--- src/rtl/fgyrus_band_agg.sv ---
// Per-frame band aggregator for the Fgyrus FFT result stream: bins are summed into
// linear bands, then folded into a peak-held level. Peak decay is enabled by FGYRUS_BAND_PEAK_HOLD_EN.
module fgyrus_band_agg #(
  parameter int P_DATA_W      = 32,
  parameter int P_BIN_ADDR_W  = 7,
  parameter int P_BAND_SHIFT  = 4,
  parameter int P_NUM_BANDS   = 8,
  parameter int P_BAND_IDX_W  = 3,
  parameter int P_DECAY_SHIFT = 3
) (
  input  logic                    clk_ir,
  input  logic                    rst_ih,
  input  logic [P_BIN_ADDR_W-1:0] fft_res_wr_addr_id,
  input  logic [P_DATA_W-1:0]     fft_res_wr_data_id,
  input  logic                    fft_res_wr_en_ih,
  input  logic                    fgyrus_fft_done_ih,
  input  logic                    band_rd_en_ih,
  input  logic [P_BAND_IDX_W-1:0] band_rd_idx_id,
  output logic                    band_rd_valid_oh,
  output logic [P_DATA_W-1:0]     band_rd_data_od,
  output logic                    band_rdy_oh,
  output logic                    busy_oh,
  input  logic                    ovr_clr_ih,
  output logic                    ovr_oh
);

  typedef enum logic [0:0] {ST_ACCUM = 1'b0, ST_UPDATE = 1'b1} state_t;

  function automatic logic [P_DATA_W-1:0] sat_add(input logic [P_DATA_W-1:0] a,
                                                  input logic [P_DATA_W-1:0] b);
    logic [P_DATA_W:0] sum;
    sum = {1'b0, a} + {1'b0, b};
    return sum[P_DATA_W] ? {P_DATA_W{1'b1}} : sum[P_DATA_W-1:0];
  endfunction

  state_t                  state_r, state_nxt_s;
  logic [P_BAND_IDX_W-1:0] idx_r;
  logic [P_DATA_W-1:0]     acc_r    [P_NUM_BANDS];
  logic [P_DATA_W-1:0]     shadow_r [P_NUM_BANDS];
  logic [P_DATA_W-1:0]     band_r   [P_NUM_BANDS];
  logic [P_DATA_W-1:0]     acc_add_s[P_NUM_BANDS];
  logic [P_BIN_ADDR_W-1:0] wr_band_s;
  logic                    wr_hit_s;
  logic                    latch_s;
  logic                    last_s;
  logic [P_DATA_W-1:0]     band_new_s;
  logic                    band_rdy_r, ovr_r, rd_valid_r;
  logic [P_DATA_W-1:0]     rd_data_r;

  assign wr_band_s = fft_res_wr_addr_id >> P_BAND_SHIFT;
  assign wr_hit_s  = fft_res_wr_en_ih && (32'(wr_band_s) < P_NUM_BANDS);
  assign latch_s   = (state_r == ST_ACCUM) && fgyrus_fft_done_ih;
  assign last_s    = (idx_r == P_BAND_IDX_W'(P_NUM_BANDS - 1));

  // Saturating add of the incoming bin into its band accumulator.
  always_comb begin
    for (int b = 0; b < P_NUM_BANDS; b++) begin
      if (wr_hit_s && (wr_band_s == P_BIN_ADDR_W'(b))) begin
        acc_add_s[b] = sat_add(acc_r[b], fft_res_wr_data_id);
      end else begin
        acc_add_s[b] = acc_r[b];
      end
    end
  end

`ifdef FGYRUS_BAND_PEAK_HOLD_EN
  logic [P_DATA_W-1:0] cur_band_s, decayed_s;
  assign cur_band_s = band_r[idx_r];
  // Decay can never underflow since the subtrahend is a right shift of the minuend.
  assign decayed_s  = cur_band_s - (cur_band_s >> P_DECAY_SHIFT);
  assign band_new_s = (shadow_r[idx_r] > decayed_s) ? shadow_r[idx_r] : decayed_s;
`else
  assign band_new_s = shadow_r[idx_r];
`endif

  // Frame FSM state register.
  always_ff @(posedge clk_ir) begin
    if (rst_ih) begin
      state_r <= ST_ACCUM;
    end else begin
      state_r <= state_nxt_s;
    end
  end

  // Next-state logic: latch on frame done, sweep all bands once, return.
  always_comb begin
    state_nxt_s = state_r;
    case (state_r)
      ST_ACCUM: begin
        if (fgyrus_fft_done_ih) begin
          state_nxt_s = ST_UPDATE;
        end else begin
          state_nxt_s = ST_ACCUM;
        end
      end
      ST_UPDATE: begin
        if (last_s) begin
          state_nxt_s = ST_ACCUM;
        end else begin
          state_nxt_s = ST_UPDATE;
        end
      end
      default: state_nxt_s = ST_ACCUM;
    endcase
  end

  // Accumulators, frame shadow and band levels; accumulation continues during UPDATE.
  always_ff @(posedge clk_ir) begin
    if (rst_ih) begin
      for (int b = 0; b < P_NUM_BANDS; b++) begin
        acc_r[b]    <= '0;
        shadow_r[b] <= '0;
        band_r[b]   <= '0;
      end
      idx_r <= '0;
    end else if (latch_s) begin
      for (int b = 0; b < P_NUM_BANDS; b++) begin
        shadow_r[b] <= acc_add_s[b];
        acc_r[b]    <= '0;
      end
      idx_r <= '0;
    end else begin
      for (int b = 0; b < P_NUM_BANDS; b++) begin
        acc_r[b] <= acc_add_s[b];
      end
      if (state_r == ST_UPDATE) begin
        band_r[idx_r] <= band_new_s;
        idx_r         <= last_s ? '0 : idx_r + 1'b1;
      end
    end
  end

  // Ready pulse, sticky overrun (set beats clear) and the registered read port.
  always_ff @(posedge clk_ir) begin
    if (rst_ih) begin
      band_rdy_r <= 1'b0;
      ovr_r      <= 1'b0;
      rd_valid_r <= 1'b0;
      rd_data_r  <= '0;
    end else begin
      band_rdy_r <= (state_r == ST_UPDATE) && last_s;
      if ((state_r == ST_UPDATE) && fgyrus_fft_done_ih) begin
        ovr_r <= 1'b1;
      end else if (ovr_clr_ih) begin
        ovr_r <= 1'b0;
      end
      rd_valid_r <= band_rd_en_ih;
      if (band_rd_en_ih) begin
        rd_data_r <= band_r[band_rd_idx_id];
      end
    end
  end

  assign band_rd_valid_oh = rd_valid_r;
  assign band_rd_data_od  = rd_data_r;
  assign band_rdy_oh      = band_rdy_r;
  assign busy_oh          = (state_r == ST_UPDATE);
  assign ovr_oh           = ovr_r;

endmodule

--- config.mk ---
export PLATFORM = sky130hd
export DESIGN_NAME = fgyrus_band_agg
export DESIGN_NICKNAME = d
export VERILOG_FILES = /design/src/rtl/fgyrus_band_agg.sv
export SDC_FILE = /design/constraint.sdc
export NUM_CORES = 2
export LEC_CHECK = 0
export BUFFER_PORTS_ARGS = -buffer_cell sky130_fd_sc_hd__buf_2
export CORE_MARGIN = 4
export CORE_UTILIZATION = 65
export DETAILED_ROUTE_END_ITERATION = 16
export PLACE_DENSITY = 0.92
export SETUP_SLACK_MARGIN = 0.4
export SYNTH_ARGS = -nofsm -noshare
export SYNTH_HDL_FRONTEND = slang
export SYNTH_SLANG_ARGS = --single-unit
export TNS_END_PERCENT = 100
--- constraint.sdc ---
create_clock -name clk_ir -period 21.4 [get_ports clk_ir]
set_clock_uncertainty 0.1 [all_clocks]
set_input_delay 3.21 -clock clk_ir [delete_from_list [all_inputs] [get_ports clk_ir]]
set_output_delay 3.21 -clock clk_ir [all_outputs]
set_load 0.1 [all_outputs]
==> impl_metrics.py <==
metrics = {
    "outcome": {
        "outcome": "finished with violations",
        "violations": "max-capacitance violations, max-slew violations",
    },
    "sta": {
        "hold_ws_ps": 390,
        "fin_crit_sh_pct": 31.3,
        "final-hold-violation-count": 0,
        "grt_setup_unrepaired": "no",
        "setup_violations": 0,
        "finalCriticalPeriod_ps": 6710,
        "fin_tns_setup_ps": 0,
        "fmax_mhz": 149,
        "slew_headroom_pct": -1.42,
        "drv_slew": 1,
        "worstMarginPinSlew_ps": 1480,
    },
    "die": {
        "die_w_um": 279,
        "ios": 84,
        "initial_core_util_pct": 65.5,
        "core_area_um2": 72800,
        "row_count": 99,
        "die_h_um": 279,
        "dieArea_um2": 77800,
    },
    "worst_hold_path": {
        "hold_class": "reg2reg",
        "hold_end": "band_rd_data_od[16]",
        "hold_start": "band_rd_data_od[16]",
        "hold_depth": 2,
    },
    "clock_tree": {
        "ctsResizeCount": 0,
        "path_clk_slew_ps": 70,
        "cts-root-buf": "clkbuf_16",
        "cts_tree": "done",
        "clock-sinks": 810,
        "cts_buffers": 84,
        "cts_max_path_buffers": 3,
        "clk_latency_ps": 690,
        "holdBufCountCts": 0,
        "htreeDepth": 3,
        "post_cts_buffers": 0,
    },
    "detailed_routing": {
        "drc": 0,
        "routedWlPerCell_um": 25.3,
        "drtAntennaViolNets": 0,
        "via_count": 39300,
        "vias_per_cell": 6.97,
        "drt-initial-drc-count": 6005,
        "drtPass1Iterations": 7,
        "routed_wirelength_mm": 143,
    },
    "worst_setup_path": {
        "reg2reg_depth": 11,
        "crit_required_ps": 21690,
        "crit_path_end_kind": "flip-flop",
        "cp_max_fo": 29,
        "slowest_delay_ps": 480,
        "cp-start-kind": "input pin",
        "worstSetupPathType": "in2reg",
        "r2r-end": "shadow_r[7][0]",
        "crit_chain": "buf_2, ha_1, fa_1, a211oi_1, o21ai_0, a21oi_2, o21ai_2, a221oi_2, a211oi_4, buf_4, o22ai_1, nor2_1",
        "r2r_slack_ps": 17040,
        "cp.arrival_ps": 7000,
        "slowest_stage": "a221oi_2",
        "r2r_start": "acc_r[1][96]",
    },
    "place": {
        "dpl_cell_area_um2": 49600,
        "place_hpwl_mm": 94.2,
        "place.port_buffers": 79,
        "gp_congestion": 0.950,
    },
    "cells_and_area": {
        "syn_to_final_growth_pct": 10.5,
        "design_area_um2": 52700,
        "drive_gt1_share_pct": 10.4,
        "nets": 4918,
        "final_util_pct": 72.3,
    },
    "logic_synthesis": {
        "async_flop_share_pct": 0,
        "post_synth_inst_count": 4409,
        "yosysSeqAreaShare_pct": 49.5,
        "synth_warnings": 0,
        "synth.distinct_cells": 91,
        "syn-cell-area_um2": 47700,
        "yosysTopAreaCellShare_pct": 46.3,
        "synth_edf_count": 736,
        "synth_area_leaders": "edfxtp_1, ha_1, nor2_1, mux4_2, nor3_1",
        "postSynthAreaPerCell_um2": 10.8,
        "ys_ff_latch": 810,
        "synth_flop_cell": "edfxtp_1",
        "yosysTopAreaCell": "edfxtp_1",
    },
    "grt": {
        "grt_first_pass_wirelength_mm": 220,
        "overflow": 0,
        "grt_usage_pct": 36.2,
        "antenna_found_initial": 4,
        "first_global_vias": 38400,
        "grt_max_degree": 182,
    },
    "job": {
        "maxCapViolCount": 2,
    },
    "pwr": {
        "cellLeakagePower_nw": 20.5,
        "peakVddDrop_mv": 0.0975,
        "p_per_area_nw_per_um2": 81.6,
    },
}
[sequential cells by signal, summed over array words and instances (netlist names), named ones only]
name              flops
busy_oh               1
band_rd_valid_oh      1
shadow_r            256
idx_r                 3
ovr_oh                1
band_rdy_oh           1
acc_r               256
band_r              256
band_rd_data_od      32
[per-layer routing]
metal	wire (µm)	vias up	global-route usage, %
li1	-	16900	-
met2	64300	3080	56.3
met3	16100	868	7.24
met5	21	-	0
met4	12800	4	25.1
met1	49700	18400	46.1
[through the flow]
step / instances / total power [mW] / setup slack (ps)
finish: 5642 / 4.30 / 14690
global route: 5635 / 4.42 / 14540
CTS: 5635 / 4.26 / 14880
detailed placement: 5477 / 2.65 / 14200
global placement: 5477 / 2.61 / 14270
floorplan: 4632 / 2.45 / 9580
[layout make-up]
cell class | count | area (µm²)
clock inverters | 47 | 802
flip-flops and latches | 810 | 23600
fillers | 4602 | 20100
well taps | 959 | 1200
multi-input cells | 3515 | 23800
diodes | 7 | 17.5
repair buffers | 128 | 781
clock buffers | 111 | 2270
inverters | 65 | 251
[worst max-delay path, delay by kind of cell]
family	cells	cell delay [ps]
AO/OA/AOI/OAI	7	2320
buffers and inverters	2	510
AND/OR/NAND/NOR	1	160
adder cells (fa/ha/maj)	2	770
[kinds of logic after synthesis]
logic type	synth area share (%)
buf+inv	2.59
compound gates	14.7
fa+ha+maj	7.11
simple gates	14.7
xor+xnor	3.73
mux	7.67
other cells	0.00786
flops	49.5
[cells in the mapped netlist (10+ instances only)]
| library cell | number |
|---|---|
| a211o_1 | 12 |
| a211oi_1 | 82 |
| a21o_1 | 131 |
| a21oi_1 | 286 |
| a221o_1 | 10 |
| a221oi_1 | 10 |
| a31oi_1 | 36 |
| and2_1 | 21 |
| and3_1 | 30 |
| and4_1 | 13 |
| buf_1 | 15 |
| buf_2 | 35 |
| clkbuf_1 | 186 |
| dfxtp_1 | 74 |
| edfxtp_1 | 736 |
| ha_1 | 258 |
| inv_1 | 64 |
| mux2i_1 | 75 |
| mux4_2 | 128 |
| nand2_1 | 159 |
| nand2b_1 | 23 |
| nand3_1 | 49 |
| nand3b_1 | 10 |
| nand4_1 | 37 |
| nor2_1 | 849 |
| nor2b_1 | 21 |
| nor3_1 | 305 |
| nor4_1 | 11 |
| o211ai_1 | 30 |
| o21a_1 | 26 |
| o21ai_0 | 138 |
| o21bai_1 | 32 |
| o221a_2 | 20 |
| o22ai_1 | 91 |
| o31ai_1 | 12 |
| or2_2 | 15 |
| or3_1 | 14 |
| xnor2_1 | 153 |
| xor2_1 | 50 |
[layout by cell type, fill, tap and decap left out, types with 63 or more instances in the layout]
cell type,n
ha_1,258
mux2i_1,74
clkbuf_16,84
edfxtp_1,736
nor3_1,303
xnor2_1,153
a21oi_1,286
a211oi_1,82
o21ai_0,138
dfxtp_1,71
o22ai_1,91
inv_1,63
buf_2,77
nor2_1,841
nand2_1,159
mux4_2,128
a21o_1,131
conb_1,224
[power breakdown]
| part | total, mW | switching (mW) | internal [mW] |
|---|---|---|---|
| clock network | 1.63 | 0.678 | 0.956 |
| logic | 0.784 | 0.512 | 0.272 |
| registers | 1.88 | 0.0507 | 1.83 |
[how the worst max path moves through the flow]
stage,startpoint,endpoint,slack [ps],cells past startpoint
floorplan,fgyrus_fft_done_ih,shadow_r[0][0],9580,6
detailed placement,fft_res_wr_data_id[0],shadow_r[6][31],14200,11
CTS,fft_res_wr_data_id[0],shadow_r[6][31],14880,11
global placement,fft_res_wr_data_id[0],shadow_r[6][31],14270,11
global route,fft_res_wr_data_id[0],acc_r[1][62],14540,12
finish,fft_res_wr_data_id[0],shadow_r[7][0],14690,12
(Power assumes the default switching activity.)
